<file path="src/rtl/DEF.sv">
// Shared types for the operand fetch stage: data word, register index and bypass source select.
`default_nettype none

package DEF;
  localparam int XLEN = 64;

  typedef logic [XLEN-1:0] dw;
  typedef logic [4:0]      reg_idx_t;

  typedef enum logic [2:0] {
    FWD_ZERO,
    FWD_EX,
    FWD_MEM,
    FWD_WB,
    FWD_RF
  } fwd_sel_t;
endpackage

`default_nettype wire

</file>
<file path="src/rtl/operand_bypass.sv">
// Priority bypass mux for one source operand: x0, then EX, MEM, WB, and finally the register file.
`default_nettype none

module operand_bypass
  import DEF::*;
#(
  parameter int XLEN = DEF::XLEN
) (
  input  reg_idx_t        idx_i,
  input  logic [XLEN-1:0] rf_data_i,
  input  logic            ex_valid_i,
  input  logic            ex_is_load_i,
  input  reg_idx_t        ex_rd_i,
  input  logic [XLEN-1:0] ex_data_i,
  input  logic            mem_valid_i,
  input  reg_idx_t        mem_rd_i,
  input  logic [XLEN-1:0] mem_data_i,
  input  logic            wb_w_en_i,
  input  reg_idx_t        wb_rd_i,
  input  logic [XLEN-1:0] wb_data_i,
  output logic [XLEN-1:0] data_o
);

  fwd_sel_t sel;

  // A load in EX has no result yet; the hazard logic in the top stalls on it instead.
  always_comb begin
    sel = FWD_RF;
    if (idx_i == 5'd0)
      sel = FWD_ZERO;
    else if (ex_valid_i && !ex_is_load_i && (ex_rd_i == idx_i))
      sel = FWD_EX;
    else if (mem_valid_i && (mem_rd_i == idx_i))
      sel = FWD_MEM;
    else if (wb_w_en_i && (wb_rd_i == idx_i))
      sel = FWD_WB;
  end

  always_comb begin
    data_o = rf_data_i;
    case (sel)
      FWD_ZERO: data_o = '0;
      FWD_EX:   data_o = ex_data_i;
      FWD_MEM:  data_o = mem_data_i;
      FWD_WB:   data_o = wb_data_i;
      default:  data_o = rf_data_i;
    endcase
  end

endmodule

`default_nettype wire

</file>
<file path="src/rtl/operand_fetch_stage.sv">
// Decode-to-execute operand stage: register file read, RAW bypassing, load-use stall and
// a one-entry valid/ready output register feeding EX.
`default_nettype none

module operand_fetch_stage
  import DEF::*;
#(
  parameter int XLEN  = 64,
  parameter int CNT_W = 32
) (
  input  logic             clk,
  input  logic             rst,
  input  logic             in_valid,
  output logic             in_ready,
  input  logic [XLEN-1:0]  in_pc,
  input  reg_idx_t         in_rs1_index,
  input  reg_idx_t         in_rs2_index,
  input  reg_idx_t         in_rd_index,
  input  logic             in_uses_rs1,
  input  logic             in_uses_rs2,
  input  logic             in_is_load,
  input  logic             flush,
  output reg_idx_t         rf_rs1_index,
  output reg_idx_t         rf_rs2_index,
  input  logic [XLEN-1:0]  rf_rs1_data,
  input  logic [XLEN-1:0]  rf_rs2_data,
  input  logic             ex_valid,
  input  logic             ex_is_load,
  input  reg_idx_t         ex_rd,
  input  logic [XLEN-1:0]  ex_data,
  input  logic             mem_valid,
  input  reg_idx_t         mem_rd,
  input  logic [XLEN-1:0]  mem_data,
  input  logic             wb_w_en,
  input  reg_idx_t         wb_rd,
  input  logic [XLEN-1:0]  wb_data,
  output logic             out_valid,
  input  logic             out_ready,
  output logic [XLEN-1:0]  out_pc,
  output logic [XLEN-1:0]  out_rs1_data,
  output logic [XLEN-1:0]  out_rs2_data,
  output reg_idx_t         out_rd_index,
  output logic             out_is_load,
  output logic [CNT_W-1:0] stall_cycles
);

  logic             valid_q, valid_d;
  logic [XLEN-1:0]  pc_q, pc_d;
  logic [XLEN-1:0]  rs1_q, rs1_d;
  logic [XLEN-1:0]  rs2_q, rs2_d;
  reg_idx_t         rd_q, rd_d;
  logic             load_q, load_d;
  logic [CNT_W-1:0] stall_q, stall_d;

  logic [XLEN-1:0]  rs1_res;
  logic [XLEN-1:0]  rs2_res;
  logic             hazard;
  logic             capture;

  assign rf_rs1_index = in_rs1_index;
  assign rf_rs2_index = in_rs2_index;

  operand_bypass #(.XLEN(XLEN)) u_bypass_rs1 (
    .idx_i        (in_rs1_index),
    .rf_data_i    (rf_rs1_data),
    .ex_valid_i   (ex_valid),
    .ex_is_load_i (ex_is_load),
    .ex_rd_i      (ex_rd),
    .ex_data_i    (ex_data),
    .mem_valid_i  (mem_valid),
    .mem_rd_i     (mem_rd),
    .mem_data_i   (mem_data),
    .wb_w_en_i    (wb_w_en),
    .wb_rd_i      (wb_rd),
    .wb_data_i    (wb_data),
    .data_o       (rs1_res)
  );

  operand_bypass #(.XLEN(XLEN)) u_bypass_rs2 (
    .idx_i        (in_rs2_index),
    .rf_data_i    (rf_rs2_data),
    .ex_valid_i   (ex_valid),
    .ex_is_load_i (ex_is_load),
    .ex_rd_i      (ex_rd),
    .ex_data_i    (ex_data),
    .mem_valid_i  (mem_valid),
    .mem_rd_i     (mem_rd),
    .mem_data_i   (mem_data),
    .wb_w_en_i    (wb_w_en),
    .wb_rd_i      (wb_rd),
    .wb_data_i    (wb_data),
    .data_o       (rs2_res)
  );

  // Only a load in EX that writes a register this instruction actually reads blocks it.
  assign hazard = in_valid && ex_valid && ex_is_load && (ex_rd != 5'd0) &&
                  ((in_uses_rs1 && (ex_rd == in_rs1_index)) ||
                   (in_uses_rs2 && (ex_rd == in_rs2_index)));

  assign in_ready = !hazard && !flush && (!valid_q || out_ready);
  assign capture  = in_valid && in_ready;

  always_comb begin
    valid_d = valid_q;
    pc_d    = pc_q;
    rs1_d   = rs1_q;
    rs2_d   = rs2_q;
    rd_d    = rd_q;
    load_d  = load_q;
    stall_d = stall_q;

    if (flush) begin
      valid_d = 1'b0;
    end else if (capture) begin
      valid_d = 1'b1;
      pc_d    = in_pc;
      rs1_d   = rs1_res;
      rs2_d   = rs2_res;
      rd_d    = in_rd_index;
      load_d  = in_is_load;
    end else if (out_ready) begin
      valid_d = 1'b0;
    end

    if (hazard && (stall_q != {CNT_W{1'b1}}))
      stall_d = stall_q + CNT_W'(1);
  end

  always_ff @(posedge clk or negedge rst) begin
    if (!rst) begin
      valid_q <= 1'b0;
      pc_q    <= '0;
      rs1_q   <= '0;
      rs2_q   <= '0;
      rd_q    <= '0;
      load_q  <= 1'b0;
      stall_q <= '0;
    end else begin
      valid_q <= valid_d;
      pc_q    <= pc_d;
      rs1_q   <= rs1_d;
      rs2_q   <= rs2_d;
      rd_q    <= rd_d;
      load_q  <= load_d;
      stall_q <= stall_d;
    end
  end

  assign out_valid    = valid_q;
  assign out_pc       = pc_q;
  assign out_rs1_data = rs1_q;
  assign out_rs2_data = rs2_q;
  assign out_rd_index = rd_q;
  assign out_is_load  = load_q;
  assign stall_cycles = stall_q;

endmodule

`default_nettype wire

</file>
<file path="config.mk">
export PLATFORM = sky130hd
export DESIGN_NAME = operand_fetch_stage
export DESIGN_NICKNAME = d
export VERILOG_FILES = /design/src/rtl/DEF.sv /design/src/rtl/operand_bypass.sv /design/src/rtl/operand_fetch_stage.sv
export SDC_FILE = /design/constraint.sdc
export NUM_CORES = 1
export LEC_CHECK = 0
export CAP_MARGIN = 30
export CORE_AREA = 2 2 262 264
export CTS_BUF_LIST = sky130_fd_sc_hd__clkbuf_4
export DETAILED_ROUTE_END_ITERATION = 12
export DIE_AREA = 0 0 264 266
export GPL_TIMING_DRIVEN = 0
export PLACE_DENSITY_LB_ADDON = 0.3
export SYNTH_ARGS = -nofsm -noshare
export SYNTH_HDL_FRONTEND = slang
export SYNTH_SLANG_ARGS = --single-unit
</file>
<file path="constraint.sdc">
create_clock -name clk -period 2.2 [get_ports clk]
set_clock_uncertainty 0.05 [all_clocks]
set_input_delay 0.22 -clock clk [delete_from_list [all_inputs] [get_ports clk]]
set_output_delay 0.22 -clock clk [all_outputs]
set_load 0.02 [all_outputs]
</file>
## Word level (Yosys, flattened, before mapping)

Index checks and enable logic that the tools add are counted.

- Register bits after elaboration: 231
- Input bits: 426
- Word-level logic and storage cells: 65

- Add/sub/neg operators: 1
- Equality and inequality tests: 13
- Multiplexer cells: 13
- Bitwise logic cells: 1
- Reduce and logical (&&, ||, !) cells: 30

Operator list:

| kind | count |
|---|---|
| 64-bit case mux with 4 select lines | 2 |
| 32-bit by 1-bit adder with 32-bit output, second input constant | 1 |
| 32-bit inequality test, second input constant | 1 |
| 5-bit == test | 6 |
| 3-bit 2-to-1 mux | 8 |
| 1-bit logical AND | 17 |
| 3-bit by 2-bit == test with 1-bit output, second input constant | 4 |
| 5-bit zero test | 2 |
| 3-bit by 1-bit == test with 1-bit output, second input constant | 2 |
| 3-bit zero test | 2 |
| 5-bit nonzero test | 1 |
| 1-bit zero test | 4 |
| 1-bit 2-to-1 mux | 3 |
| 3-bit nonzero test | 1 |
| 1-bit logical OR | 2 |
| 2-bit AND reduction | 1 |
| 1-bit inverter | 1 |

## Depth between registers and ports, before layout

- Depth after elaboration: 10
- Mapped depth: 9
- Mapped depth without buffers: 7

## Hierarchy

Synthesis repeated with hierarchy kept, for this count alone.

- Cells, all modules: 1292
- Area, all modules: 14171.1 um^2

By module, submodules not included:

| module | times used | cells each | area each (um^2) | sequential area each (um^2) |
|---|---|---|---|---|
| operand_fetch_stage | 1 | 606 | 9221.3 | 5780.5 |
| operand_bypass | 2 | 343 | 2474.9 | 0.0 |

## Least setup slack after synthesis

Ideal clock, no wire load.

- Path type: reg-to-reg
- Start point: reg stall_q[3] (netlist: stall_cycles[3])
- End point: reg stall_q[29] (netlist: stall_cycles[29])
- Library setup time: 0.132 ns
- Arrival: 2.059 ns
- Required time: 2.018 ns
- Path slack: -0.041 ns
- Stages on the path, launching flop included: 7
- Buffers on the path: 1
- Cells stage by stage: dfrtp_1 -> and4_1 -> nand3_1 -> nor4_1 -> clkbuf_1 -> nor3_1 -> xor2_1

- Word-level cells in the longest chain between the ends: 2
- Elaborated cells between the ends (all ways): 3

Ends and longest elaborated chain:

| what | RTL line | text |
|---|---|---|
| start, declared | operand_fetch_stage.sv:53 | `logic [CNT_W-1:0] stall_q, stall_d;` |
| start signal, assigned | operand_fetch_stage.sv:145 | `stall_q <= stall_d;` |
| parallel branches: the longest is 2 deep, another holds 32-bit by 1-bit adder with 32-bit output | -- |  |

Parallel ways; which one is timed is not known.
A chain may end at the register's enable or synchronous reset.

## Worst setup path after layout

- Start point: in ex_rd[2]
- End point: reg rs2_q[58] (netlist: out_rs2_data[58])

- Word-level cells in the longest chain between the ends: 9
- Elaborated cells between the ends (all ways): 21

Ends and longest elaborated chain:

| what | RTL line | text |
|---|---|---|
| start, declared | operand_fetch_stage.sv:29 | `input reg_idx_t ex_rd,` |
| parallel branches: the longest is 9 deep, another holds 64-bit case mux with 4 select lines | -- |  |
| end signal, assigned | operand_fetch_stage.sv:142 | `rs2_q <= rs2_d;` |
| end, declared | operand_fetch_stage.sv:50 | `logic [XLEN-1:0] rs2_q, rs2_d;` |

Parallel ways; which one is timed is not known.

==> metrics.txt <==
status finished, final reports clean; Routed Antenna Nets 0; leakage dissipation 9.94 nW; Final Wtd Congestion 0.910; first-pass GRT wire length 112000 µm; maxcap violations 0; largest incremental delay on the critical path 550 ps; critical path startpoint category input port; DR DRC count 0; clock buffers created by TritonCTS 72; All-Layer GR Usage 21.3%; fillers 6841; number of pins with negative max-slew slack in the final report 0; area share of the leading cell type in the synthesized netlist between 40 and 50%; Die Y-Extent 266 µm; flip-flop cell with the highest count after synthesis sky130_fd_sc_hd__dfrtp_1; final standard cell count with taps included and fillers excluded 3296; Syn Std Cell Area 12900 µm²; type of element capturing the critical path register; TritonCTS clock tree built; Synth async-reset ratio 100%; maximum level of the CTS H-tree 3; vias per std cell 4.88; period utilisation layout 99.3%; DRT Wirelength 77300 µm; maximum number of pins on one net before global-route repair 106; antenna violations before repair 14; drt initial violations 1195; count of port buffers added during placement 667; distinct cell type count after synthesis 43; sequential cell area fraction in the yosys report between 40 and 50%; number of cells produced by synthesis 1356; Mapped Avg Cell Area 9.53 µm²; CORE AREA 67700 µm²; YS warnings 0; final setup violating endpoints 0; transition time at the pin with the least slew margin 633 ps; beginning of the worst register-to-register path stall_cycles[11]; Post-layout nets ~2800; clock insertion delay at the later pin of the skew report 770 ps; arrival time worst endpoint 2730 ps; via count about 16000; final global-route overflow total 0; RSZ-0062 raised after global routing yes; worst min-delay path startpoint rf_rs2_data[20]; cell count after placement 2922; length of the first detailed-routing pass in iterations 5; clock transition time at the flip-flop clock pins of the worst setup and hold paths 70 ps; relative slew slack a little under 60%; clock tree root buffer cell sky130_fd_sc_hd__clkbuf_4; largest fanout of any net on the critical path 10; endpoint required time on the critical path 2750 ps; post-DR wirelength/cell ~23 µm; biggest area contributors in the synthesized netlist sky130_fd_sc_hd__dfrtp_1, sky130_fd_sc_hd__o2bb2ai_1, sky130_fd_sc_hd__a311oi_1; layout cells sized above 1 15.1%; effective utilization at floorplan 19.1%; HPWL after detailed placement 58900 µm; maximum buffer depth of the clock tree 3; setup total negative slack 0 ps; path type of the worst min-delay path input port to register; layout-stage area growth over the synthesis result 90.2%; area leader, netlist sky130_fd_sc_hd__dfrtp_1; hold slack around 120 ps; count of clock tree sinks roughly 230; Max Fclk 0.458 GHz; Crit-path slowest cell sky130_fd_sc_hd__clkdlybuf4s50_1; Critical Setup Path Class input port to register; crit path cell chain clkdlybuf4s50_1, xor2_1, a211oi_1, a31o_2, or3b_2, clkbuf_1, buf_8, buf_2, o21ai_1, o2bb2ai_1; worst setup path startpoint ex_rd[2]; flip-flop and latch count after synthesis 231; placement row count 96; overall die width 264 µm; Hold Violations, Final 0; number of global-route vias before repair 17033; worst vdd rail ir drop 0.000457 V; Die Footprint 70200 µm²; Synth Net Count 1783; number of synthesized flops with an enable pin 0; Boundary Pins 668; power per cell area 600 nW/µm²; min cycle time layout 2180 ps
-- power breakdown --
| part | total, mW | switching [mW] | internal, mW | leakage [nW] |
|---|---|---|---|---|
| Sequential | 5.33 | 0.418 | 4.91 | 2.86 |
| Combinational | 5.19 | 2.51 | 2.68 | 6.60 |
| Clock | 4.22 | 2.11 | 2.10 | 0.484 |
-- cells in the final DEF, fill, tap and decap left out, types with 4 or more instances in the layout --
cell / count
sky130_fd_sc_hd__clkinv_1: 12
sky130_fd_sc_hd__a311oi_2: 11
sky130_fd_sc_hd__nor4_1: 6
sky130_fd_sc_hd__inv_1: 69
sky130_fd_sc_hd__xor2_1: 33
sky130_fd_sc_hd__clkbuf_1: 50
sky130_fd_sc_hd__o21ai_1: 111
sky130_fd_sc_hd__a21oi_1: 126
sky130_fd_sc_hd__clkbuf_2: 52
sky130_fd_sc_hd__nand3b_1: 4
sky130_fd_sc_hd__mux2_2: 71
sky130_fd_sc_hd__nand4_1: 12
sky130_fd_sc_hd__nor2_1: 23
sky130_fd_sc_hd__nor3_1: 138
sky130_fd_sc_hd__buf_4: 40
sky130_fd_sc_hd__nand3_1: 18
sky130_fd_sc_hd__buf_2: 17
sky130_fd_sc_hd__o2bb2ai_1: 128
sky130_fd_sc_hd__dfrtp_2: 6
sky130_fd_sc_hd__and3_1: 5
sky130_fd_sc_hd__dlygate4sd2_1: 69
sky130_fd_sc_hd__clkdlybuf4s50_1: 588
sky130_fd_sc_hd__a311oi_1: 115
sky130_fd_sc_hd__buf_8: 11
sky130_fd_sc_hd__dfrtp_1: 225
sky130_fd_sc_hd__xnor2_1: 22
sky130_fd_sc_hd__dlygate4sd3_1: 223
sky130_fd_sc_hd__nand2_1: 18
sky130_fd_sc_hd__nand2b_1: 7
sky130_fd_sc_hd__o21ai_0: 17
sky130_fd_sc_hd__buf_6: 10
sky130_fd_sc_hd__clkbuf_4: 104
sky130_fd_sc_hd__dlymetal6s2s_1: 5
sky130_fd_sc_hd__diode_2: 9
-- state kept, by name (all words and copies together) (netlist names) --
signal        cells
out_rd_index      5
out_pc           64
out_is_load       1
out_valid         1
out_rs2_data     64
stall_cycles     32
out_rs1_data     64
-- worst max-delay path, delay by kind of cell --
kind | cells | cell delay, ps
buffers and inverters | 4 | 1190
and+or+nand+nor | 1 | 460
xor gates and xnor gates | 1 | 240
AOI/OAI and AO/OA | 4 | 600
-- final cells by class --
cell class | instances | area, µm² | share of cell area, %
Sequential cell | 231 | 5790 | 23.6
Tap cell | 882 | 1100 | 4.49
Timing Repair Buffer | 937 | 9340 | 38.0
Clock buffer | 95 | 713 | 2.90
Buffer | 144 | 754 | 3.07
Clock inverter | 19 | 114 | 0.463
Multi-Input combinational cell | 910 | 6470 | 26.3
Inverter | 69 | 259 | 1.05
Antenna cell | 9 | 22.5 | 0.0917
-- per-stage QoR --
step / instance area (µm²) / util (%) / power (mW) / worst slack (ps)
2_1_floorplan: 12900 / - / 7.24 / 20.9
3_3_place_gp: 20700 / 30.6 / 10.2 / -9880
3_5_place_dp: 21000 / 31.0 / 10.3 / -2010
4_1_cts: 24200 / 35.7 / 14.9 / -3.93
5_1_grt: 24600 / 36.3 / 15.5 / -34.3
6_report: 24600 / 36.3 / 14.7 / 16.1
-- cells in the mapped netlist, types with 3 or more instances --
| master | count |
|---|---|
| sky130_fd_sc_hd__dfrtp_1 | 231 |
| sky130_fd_sc_hd__nor3_1 | 139 |
| sky130_fd_sc_hd__a21oi_1 | 128 |
| sky130_fd_sc_hd__o2bb2ai_1 | 128 |
| sky130_fd_sc_hd__a311oi_1 | 126 |
| sky130_fd_sc_hd__o21ai_1 | 111 |
| sky130_fd_sc_hd__clkbuf_1 | 103 |
| sky130_fd_sc_hd__mux2_2 | 71 |
| sky130_fd_sc_hd__inv_1 | 69 |
| sky130_fd_sc_hd__xor2_1 | 33 |
| sky130_fd_sc_hd__nor2_1 | 24 |
| sky130_fd_sc_hd__xnor2_1 | 24 |
| sky130_fd_sc_hd__buf_2 | 21 |
| sky130_fd_sc_hd__nand3_1 | 21 |
| sky130_fd_sc_hd__nand2_1 | 19 |
| sky130_fd_sc_hd__o21ai_0 | 18 |
| sky130_fd_sc_hd__nand4_1 | 12 |
| sky130_fd_sc_hd__buf_1 | 11 |
| sky130_fd_sc_hd__buf_4 | 11 |
| sky130_fd_sc_hd__nand2b_1 | 7 |
| sky130_fd_sc_hd__nor4_1 | 7 |
| sky130_fd_sc_hd__and3_1 | 5 |
| sky130_fd_sc_hd__and2_1 | 4 |
| sky130_fd_sc_hd__nand3b_1 | 4 |
| sky130_fd_sc_hd__a31oi_1 | 3 |
| sky130_fd_sc_hd__nor2b_1 | 3 |
-- final timing paths --
check	endpoint	slack (ps)	cells after the start
setup / recovery	out_rs2_data[58]	20	10
setup reg to reg	stall_cycles[24]	50	7
hold reg to reg	stall_cycles[25]	440	1
max in group asynchronous	out_rs2_data[54]	930	4
hold / removal	out_rs2_data[20]	120	3
min in group asynchronous	out_pc[16]	570	4
-- repair_timing --
item | 4_1_cts | 5_1_grt
pin swaps | 2 | 10
hold buffers | 224 | 0
buffers inserted | 11 | 18
endpoints found under the setup margin | 287 | 219
resized for setup | 123 | 135
hold endpoints to repair | 416 | 0
-- cell families (layout without fill, tap and decap cells) --
kind of cell / Yosys count / count (layout) / synth area share (%)
compound gates: 522 / 522 / 28.0
simple gates: 259 / 259 / 10.4
flops: 231 / 231 / 44.8
buf+inv: 215 / 1264 / 6.77
mux: 71 / 71 / 6.19
xor+xnor: 57 / 57 / 3.87
fa+ha+maj: 1 / 1 / 0.0969
other cells: 0 / 9 / 0
-- per-layer routing --
| metal | global-route usage, % | wire [µm] | up-vias |
|---|---|---|---|
| li1 | - | - | 7227 |
| met1 | 26.1 | 31800 | 7868 |
| met2 | 36.1 | 37500 | 831 |
| met3 | 5.11 | 5720 | 154 |
| met4 | 7.97 | 2320 | 8 |
| met5 | 0 | 54 | - |
Power figures use the tool's default switching activity.
